<file path="src/rtl/countdown_timer_mmss_if.sv">
// Control and display bundle for the MM:SS countdown timer.
// The controller side (master) drives the keys/tick, the timer (slave) drives the digits.
interface countdown_timer_mmss_if;
  logic       tick;
  logic       load;
  logic [3:0] min_t_in;
  logic [3:0] min_u_in;
  logic [3:0] sec_t_in;
  logic [3:0] sec_u_in;
  logic       start;
  logic       pause;
  logic       clear;
  logic [3:0] min_t;
  logic [3:0] min_u;
  logic [3:0] sec_t;
  logic [3:0] sec_u;
  logic       running;
  logic       done;
  logic       done_pulse;

  modport master (
    output tick, load, min_t_in, min_u_in, sec_t_in, sec_u_in, start, pause, clear,
    input  min_t, min_u, sec_t, sec_u, running, done, done_pulse
  );

  modport slave (
    input  tick, load, min_t_in, min_u_in, sec_t_in, sec_u_in, start, pause, clear,
    output min_t, min_u, sec_t, sec_u, running, done, done_pulse
  );
endinterface

</file>
<file path="src/rtl/countdown_timer_mmss.sv">
// MM:SS BCD countdown: decrements the loaded time once every TICKS_PER_SEC tick pulses
// and drives the display digits, magnetron enable and end-of-cook signals.
module countdown_timer_mmss #(
  parameter int TICKS_PER_SEC = 1
) (
  input  logic                   clk,
  input  logic                   rst,
  countdown_timer_mmss_if.slave  bus
);

  typedef enum logic [1:0] {IDLE, RUNNING, PAUSED, DONE} state_t;

  localparam logic [9:0] PRESC_LAST = 10'(TICKS_PER_SEC - 1);

  state_t     state_reg, state_next;
  logic [9:0] presc_reg, presc_next;
  logic       done_pulse_reg, done_pulse_next;

  // Digit index 0 = sec_u, 1 = sec_t, 2 = min_u, 3 = min_t.
  logic [3:0] digit_reg   [4];
  logic [3:0] digit_next  [4];
  logic [3:0] raw_in      [4];
  logic [3:0] load_digit  [4];
  logic [3:0] dec_digit   [4];
  logic       borrow_in   [4];
  logic [3:0] is_zero;
  logic       count_zero;
  logic       count_one;

  assign raw_in[0] = bus.sec_u_in;
  assign raw_in[1] = bus.sec_t_in;
  assign raw_in[2] = bus.min_u_in;
  assign raw_in[3] = bus.min_t_in;

  genvar gi;
  generate
    for (gi = 0; gi < 4; gi++) begin : g_digit
      // Seconds tens rolls over at 5, every other digit at 9.
      localparam logic [3:0] DIGIT_MAX = (gi == 1) ? 4'd5 : 4'd9;

      assign is_zero[gi]    = (digit_reg[gi] == 4'd0);
      assign load_digit[gi] = (raw_in[gi] > DIGIT_MAX) ? DIGIT_MAX : raw_in[gi];

      if (gi == 0) begin : g_lsd
        assign borrow_in[gi] = 1'b1;
      end else begin : g_upper
        assign borrow_in[gi] = &is_zero[gi-1:0];
      end

      assign dec_digit[gi] = !borrow_in[gi] ? digit_reg[gi] :
                             is_zero[gi]    ? DIGIT_MAX     :
                                              digit_reg[gi] - 4'd1;
    end
  endgenerate

  assign count_zero = &is_zero;
  assign count_one  = (digit_reg[0] == 4'd1) && (&is_zero[3:1]);

  always_ff @(posedge clk) begin
    if (rst) begin
      state_reg      <= IDLE;
      presc_reg      <= '0;
      done_pulse_reg <= 1'b0;
      for (int i = 0; i < 4; i++) digit_reg[i] <= 4'd0;
    end else begin
      state_reg      <= state_next;
      presc_reg      <= presc_next;
      done_pulse_reg <= done_pulse_next;
      for (int i = 0; i < 4; i++) digit_reg[i] <= digit_next[i];
    end
  end

  // Priority chain: clear > load > pause > start > tick. A command that is not
  // legal in the current state falls through to the next one.
  always_comb begin
    state_next      = state_reg;
    presc_next      = presc_reg;
    done_pulse_next = 1'b0;
    for (int i = 0; i < 4; i++) digit_next[i] = digit_reg[i];

    if (bus.clear) begin
      state_next = IDLE;
      presc_next = '0;
      for (int i = 0; i < 4; i++) digit_next[i] = 4'd0;
    end else if (bus.load && state_reg != RUNNING) begin
      state_next = IDLE;
      presc_next = '0;
      for (int i = 0; i < 4; i++) digit_next[i] = load_digit[i];
    end else if (bus.pause && state_reg == RUNNING) begin
      state_next = PAUSED;
    end else if (bus.start && (state_reg == IDLE || state_reg == PAUSED) && !count_zero) begin
      state_next = RUNNING;
      if (state_reg == IDLE) presc_next = '0;
    end else if (bus.tick && state_reg == RUNNING) begin
      if (presc_reg == PRESC_LAST) begin
        presc_next = '0;
        for (int i = 0; i < 4; i++) digit_next[i] = dec_digit[i];
        if (count_one) begin
          state_next      = DONE;
          done_pulse_next = 1'b1;
        end
      end else begin
        presc_next = presc_reg + 10'd1;
      end
    end
  end

  assign bus.sec_u      = digit_reg[0];
  assign bus.sec_t      = digit_reg[1];
  assign bus.min_u      = digit_reg[2];
  assign bus.min_t      = digit_reg[3];
  assign bus.running    = (state_reg == RUNNING);
  assign bus.done       = (state_reg == DONE);
  assign bus.done_pulse = done_pulse_reg;

endmodule

</file>
<file path="src/flat_wrapper.sv">
// flat-port wrapper written by rule: the top's interface ports become plain ports
module countdown_timer_mmss_flat 
#(
  parameter int TICKS_PER_SEC = 1
)
  (clk, rst, bus_tick, bus_load, bus_min_t_in, bus_min_u_in, bus_sec_t_in, bus_sec_u_in, bus_start, bus_pause, bus_clear, bus_min_t, bus_min_u, bus_sec_t, bus_sec_u, bus_running, bus_done, bus_done_pulse);
  countdown_timer_mmss_if bus_i ();
  input  logic clk;
  input  logic rst;
  input wire logic [$bits(bus_i.tick)-1:0] bus_tick;
  input wire logic [$bits(bus_i.load)-1:0] bus_load;
  input wire logic [$bits(bus_i.min_t_in)-1:0] bus_min_t_in;
  input wire logic [$bits(bus_i.min_u_in)-1:0] bus_min_u_in;
  input wire logic [$bits(bus_i.sec_t_in)-1:0] bus_sec_t_in;
  input wire logic [$bits(bus_i.sec_u_in)-1:0] bus_sec_u_in;
  input wire logic [$bits(bus_i.start)-1:0] bus_start;
  input wire logic [$bits(bus_i.pause)-1:0] bus_pause;
  input wire logic [$bits(bus_i.clear)-1:0] bus_clear;
  output wire logic [$bits(bus_i.min_t)-1:0] bus_min_t;
  output wire logic [$bits(bus_i.min_u)-1:0] bus_min_u;
  output wire logic [$bits(bus_i.sec_t)-1:0] bus_sec_t;
  output wire logic [$bits(bus_i.sec_u)-1:0] bus_sec_u;
  output wire logic [$bits(bus_i.running)-1:0] bus_running;
  output wire logic [$bits(bus_i.done)-1:0] bus_done;
  output wire logic [$bits(bus_i.done_pulse)-1:0] bus_done_pulse;
  assign bus_i.tick = bus_tick;
  assign bus_i.load = bus_load;
  assign bus_i.min_t_in = bus_min_t_in;
  assign bus_i.min_u_in = bus_min_u_in;
  assign bus_i.sec_t_in = bus_sec_t_in;
  assign bus_i.sec_u_in = bus_sec_u_in;
  assign bus_i.start = bus_start;
  assign bus_i.pause = bus_pause;
  assign bus_i.clear = bus_clear;
  assign bus_min_t = bus_i.min_t;
  assign bus_min_u = bus_i.min_u;
  assign bus_sec_t = bus_i.sec_t;
  assign bus_sec_u = bus_i.sec_u;
  assign bus_running = bus_i.running;
  assign bus_done = bus_i.done;
  assign bus_done_pulse = bus_i.done_pulse;
  countdown_timer_mmss #(.TICKS_PER_SEC(TICKS_PER_SEC)) u_core (.clk(clk), .rst(rst), .bus(bus_i));
endmodule
</file>
<file path="config.mk">
export PLATFORM = sky130hd
export DESIGN_NAME = countdown_timer_mmss_flat
export DESIGN_NICKNAME = d
export VERILOG_FILES = /design/src/rtl/countdown_timer_mmss_if.sv /design/src/rtl/countdown_timer_mmss.sv /design/src/flat_wrapper.sv
export SDC_FILE = /design/constraint.sdc
export NUM_CORES = 1
export LEC_CHECK = 0
export ABC_AREA = 1
export CAP_MARGIN = 15
export CORE_ASPECT_RATIO = 1.2
export CORE_MARGIN = 2
export CORE_UTILIZATION = 45
export DETAILED_ROUTE_END_ITERATION = 8
export PLACE_DENSITY = 0.77
export SETUP_SLACK_MARGIN = 0.05
export SKIP_CTS_REPAIR_TIMING = 1
export SYNTH_ARGS = -nofsm -noshare
export SYNTH_HDL_FRONTEND = slang
export SYNTH_SLANG_ARGS = --single-unit
export TNS_END_PERCENT = 5
</file>
<file path="constraint.sdc">
create_clock -name clk -period 3.1 [get_ports clk]
set_input_delay 0.62 -clock clk [delete_from_list [all_inputs] [get_ports clk]]
set_output_delay 0.62 -clock clk [all_outputs]
set_load 0.005 [all_outputs]
</file>
Word-level counts from Yosys, hierarchy flattened
Memories as Yosys holds them, arrays and structs flattened.
Index checks and enable logic that the tools add are counted.
{"block": "classes", "mux": 34, "n_reduce_logical": 30, "n_lt_le_gt_ge": 4, "n_addsub": 5, "bitwise": 7, "eq_ne": 6}
{"operator": "$mux 16", "count": 6}
{"operator": "$mux 4", "count": 15}
{"operator": "$mux 10", "count": 4}
{"operator": "$logic_not 4->1", "count": 4}
{"operator": "$sub 4x1->4 const B", "count": 4}
{"operator": "$reduce_and 3->1", "count": 5}
{"operator": "$gt 4x4->1 const B", "count": 3}
{"operator": "$add 10x1->10 const B", "count": 1}
{"operator": "$logic_not 10->1", "count": 1}
{"operator": "$mux 2", "count": 5}
{"operator": "$reduce_bool 3->1", "count": 3}
{"operator": "$reduce_or 7->1", "count": 1}
{"operator": "$logic_and 1x1->1", "count": 6}
{"operator": "$reduce_bool 2->1", "count": 3}
{"operator": "$eq 2x2->1 const B", "count": 2}
{"operator": "$eq 4x1->1 const B", "count": 1}
{"operator": "$gt 4x3->1 const B", "count": 1}
{"operator": "$mux 1", "count": 4}
{"operator": "$ne 2x1->1 const B", "count": 2}
{"operator": "$or 1x1->1", "count": 4}
{"operator": "$reduce_and 4->1", "count": 1}
{"operator": "$reduce_or 4->1", "count": 1}
{"operator": "$not 1->1", "count": 3}
{"operator": "$reduce_or 3->1", "count": 1}
{"operator": "other kinds (5)", "count": 5}
{"block": "word_totals", "n_memories": 1, "out_inout_bits": 19, "input_bits": 23, "ramBits": 16, "word_cells": 91, "regBits": 13}
{"memory": "u_core.digit_reg", "depth": 4, "width": 4, "rd": 4, "rd_clocked_by_memory_dff": 0, "write_ports": 4, "line_no": "countdown_timer_mmss.sv:20", "rtl": "logic [3:0] digit_reg [4];"}

Logic depth before layout (Yosys ltp)
An unclocked memory read counts as a cell.
{"block": "logic_depth", "depth_word": 11, "ltp_mapped": 11, "depth_no_buf": 11}

Worst setup path after synthesis
Ideal clock, no wire load.
{"block": "synth_path", "path_type": "input to register", "startpoint": "in bus_start", "endpoint": "reg u_core.presc_reg[1]", "path_buffers": 1, "stages": 7, "setup_slack_ns": 1.608, "t_arrival_ns": 1.422, "setup_ns": 0.070, "t_required_ns": 3.030, "path_cell_list": "inv_1 > nor2_2 > nand3_4 > nand2_4 > buf_6 > nand3_1 > a21oi_1"}
{"block": "synth_between", "elab_chain_len": 4, "elab_cells_between_ends": 6, "cone_classes": "eq/ne (1); mux (1); reduce/logical (4)"}
{"item": "start, declared", "line_no": "flat_wrapper.sv:16", "rtl": "input wire logic [$bits(bus_i.start)-1:0] bus_start;"}
{"item": "$logic_and 1x1->1 * (2 in a row)", "line_no": "countdown_timer_mmss.sv:91", "rtl": "end else if (bus.start && (state_reg == IDLE || state_reg == PAUSED) && !count_zero) begin"}
{"item": "$ne 2x1->1 (no line) or $reduce_bool 2->1 (tied branches)"}
{"item": "$reduce_and 3->1 (no line)"}
{"item": "end signal, assigned", "line_no": "countdown_timer_mmss.sv:67", "rtl": "presc_reg <= presc_next;"}
{"item": "end, declared", "line_no": "countdown_timer_mmss.sv:16", "rtl": "logic [9:0] presc_reg, presc_next;"}
Mark *: on every way between the ends. The rest lies on a longest branch, timed or not.
A chain may end at the register's enable or synchronous reset.

==> run summary <==
The leakage power summed over all cells came out at approximately 1.1 nW. The via count of the first global-routing pass came out at 1932. The kind of path behind the tightest hold check is register to register. The number of inserted filler cells in the final layout came out at between 400 and 500.

The flow ran to the end, and the final reports show no timing, DRC or antenna violations. The number of buffers inserted by port buffering is between 40 and 50. The HPWL after detailed placement came out at ~3500 microns. The hold violation total from the final report is 0. Subtracting the final worst setup slack from the clock period gives 1.97 ns.

The share of the clock period used by the worst path after layout is 63.6%. The met1 routing resource usage after global routing is a little under a quarter. VDD sags by at most ~0.24 mV.

Relative to the synthesized area, the layout overhead comes to 25.5%. STA classifies the critical path startpoint as a primary input. The area of the core region is between 4000 and 5000 sq um. STA classifies the critical path endpoint as a register.

The effective utilization at floorplan came out at approximately 47%. The maximum number of pins on one net before global-route repair came out at 25. The initial antenna violation count is 0. The total number of vias is ~2200. Yosys mapped the design onto 31 distinct sky130hd cell types. The cell repeated most along the worst path is nand2_2.

The maximum buffer depth of the clock tree is 2. At the end of routability-driven placement, the weighted congestion stood at about 0.87. The clock transition at the registers of the reported paths is ~0.060 ns.

The overall fraction of global-route tracks in use came out at 19.5%. The max-slew violation count was 0. Internal power comes to roughly 0.64 mW. The endpoint identified for the worst register-to-register timing path is u_core.digit_reg[2][0]$_SDFFE_PP0P_.

The clock power share is 29.9%. The core utilization of the finished layout came out at between 50 and 60%. The worst setup skew after layout came out at approximately 0.0055 ns. In this run the clock root is driven by a clkbuf_8. The sum of overflow across all layers after global routing is 0.

Dividing the detail-routed via count by the number of cells gives roughly 5.1. The worst-case headroom to the max-slew limit came out at 66.8%. Of all nets on the critical path, the largest fanout is 24.

During I/O placement, the number of pins put on the boundary was 42. The gate count after technology mapping came out at between 300 and 400. The total number of clock tree sinks came out at 29. The most critical setup path has its endpoint at u_core.digit_reg[2][0]$_SDFFE_PP0P_. The global-route wire length before repair is around 8100 microns. The register with the most flip-flops in the layout has 16 of them. On the critical path, the stage with the largest delay is an instance of clkdlybuf4s50_1. Setup repair after global routing left no endpoint under its margin. The measured slew at the worst slew-check pin is 0.497 ns. The insertion delay of the later-clocked pin in the worst-skew pair came out at ~0.27 ns.

The detailed router finished its first iteration with between 100 and 150 violations. The die area came out at 5040 sq um. The met3 global-route usage is a little over 4%.

Setup violations remaining at the end of the flow were counted as 0. Derived from the worst setup path, the maximum achievable clock frequency is between 500 and 600 MHz. The launching instance or port of the critical path is bus_load.

The met2 usage in global routing is roughly 34%. For this run, the post-layout net count is 391. The switching share of total power is about a third. The final cell count without fillers is approximately 420.

The tool flagged a number of max-cap violations equal to 0. In this run the power density over the cells is 371 nW/um^2. In this design, the stage delay of the slowest critical-path cell is roughly 0.47 ns.

The cell row count is 26. The critical path is of the primary input to register type. The critical path goes through clkdlybuf4s50_1, nand2_2, nand2_2, nand2_1, o21ai_0, nor2_1. The number of buffers added by the clock tree synthesis step is 5. The hold path depth came out at 2. The portion of the post-synthesis area used by sequential elements is between 20 and 30%. The arrival time of data at the critical path endpoint came out at ~2.1 ns. Of the total power, combinational logic draws between 20% and 30%. For this block, the routed nets add up to ~4600 microns of wire. The average wire length per cell after detail routing is 10.9 microns. Summed over all failing endpoints, the final setup total negative slack is 0 ns. The worst register-to-register path begins at u_core.presc_reg[0]$_SDFFE_PP0P_.

The worst register-to-register path has a setup slack of approximately 1.2 ns. The part of the total power dissipated in sequential elements came out at about 43%. Each instance of the synthesized netlist takes up on average ~6.2 sq um.

The number of design rule violations left after detail routing is 0. The tightest hold path in the finished design has a slack of between 0.4 and 0.5 ns. The remaining antenna violation count is 0. TritonCTS built the clock tree.

STA puts the critical path data required time at ~3.3 ns. The depth of the worst register-to-register path is 9. The number of nets produced by synthesis came out at 349.

The most common library cell in the layout ignoring fill and taps is nand2_1. Of the cells placed in the final design, the portion with a size suffix greater than 1 is a little under a tenth. The layer flagged by global routing as most heavily used is met2. The H-tree depth came out at 2. Synthesis inferred 29 register bits.

The net switching power of the design is 0.300 mW. The post-synth design cell area came out at around 2000 sq um. The overall die height is about 77 microns. The total iterations of the first detailed-routing run came out at 4. For this run, the number of Yosys warnings is 0.

The number of placed instances, taps included, is 415. The horizontal die dimension is between 60 and 70 microns. The number of antenna diodes in the final layout is 0. In the layout the commonest cells are 72 x nand2_1, 49 x nor2_1, 41 x clkdlybuf4s50_1, 38 x inv_1, 33 x a21oi_1. The design draws roughly 0.94 mW.
metrics by stage:
step                cell area (sq um)  setup WS, ns
global placement                 2460         0.889
CTS                              2530          1.12
global route                     2530         0.948
finish                           2530          1.13
floorplan                        2020          1.61
detailed placement               2460         0.826
power groups by stage:
stage,Combinational [mW],Clock (mW),Sequential [mW]
floorplan,0.180,0,0.408
global placement,0.255,0,0.410
detailed placement,0.258,0,0.410
CTS,0.259,0.289,0.402
global route,0.288,0.305,0.404
finish,0.257,0.281,0.402
logic make-up (layout without fill, tap and decap cells):
family	Yosys count	count (layout)	share of synthesized area, %
AO/OA/AOI/OAI	62	62	17.0
XOR/XNOR	3	3	1.30
adder cells (fa/ha/maj)	2	2	1.24
flip-flops	29	29	28.7
buffers and inverters	48	89	9.98
AND/OR/NAND/NOR	180	180	41.7
worst min path at each step:
stage                                                to  slack (ns)                           startpoint
floorplan              u_core.presc_reg[4]$_SDFFE_PP0P_        0.47     u_core.presc_reg[4]$_SDFFE_PP0P_
global route        u_core.digit_reg[1][3]$_SDFFE_PP0P_        0.51  u_core.digit_reg[1][3]$_SDFFE_PP0P_
CTS                 u_core.digit_reg[1][3]$_SDFFE_PP0P_        0.49  u_core.digit_reg[1][3]$_SDFFE_PP0P_
finish              u_core.digit_reg[1][3]$_SDFFE_PP0P_        0.49  u_core.digit_reg[1][3]$_SDFFE_PP0P_
global placement    u_core.digit_reg[1][3]$_SDFFE_PP0P_        0.48  u_core.digit_reg[1][3]$_SDFFE_PP0P_
detailed placement  u_core.digit_reg[1][3]$_SDFFE_PP0P_        0.48  u_core.digit_reg[1][3]$_SDFFE_PP0P_
critical path: cells and delay by family:
kind,cells,cell delay [ns]
buffers and inverters,1,0.47
AND/OR/NAND/NOR,4,0.86
AO/OA/AOI/OAI,1,0.19
final cells by class:
cell class	instances	area (sq um)	area share, %
Clock buffer	5	68.8	2.72
Clock inverter	1	5.00	0.198
Inverter	41	154	6.07
Multi-Input combinational cell	247	1240	48.8
Sequential cell	29	581	22.9
Tap cell	56	70.1	2.77
Timing Repair Buffer	42	418	16.5
Yosys cell counts, drive strengths merged:
cell type | number | area (sq um)
a22o | 1 | 8.76
nor4 | 1 | 6.26
a22oi | 3 | 22.5
nand4 | 4 | 25.0
inv | 41 | 154
nand2 | 84 | 365
a21oi | 33 | 165
xor2 | 3 | 26.3
ha | 2 | 25.0
nand3 | 34 | 193
clkbuf | 1 | 3.75
a21boi | 1 | 7.51
nor3 | 1 | 5.00
o31ai | 1 | 21.3
o21ai | 21 | 105
dfxtp | 29 | 581
or2 | 1 | 6.26
buf | 6 | 43.8
o22ai | 1 | 6.26
o21a | 1 | 7.51
nor2 | 55 | 241
layer usage:
layer / routed length [microns] / part of all wire, %
met4: 99 / 2.1
met2: 2290 / 50
met3: 202 / 4.4
met1: 2010 / 44
met5: 0 / 0
Note: power is estimated with default switching activity, not from simulation.
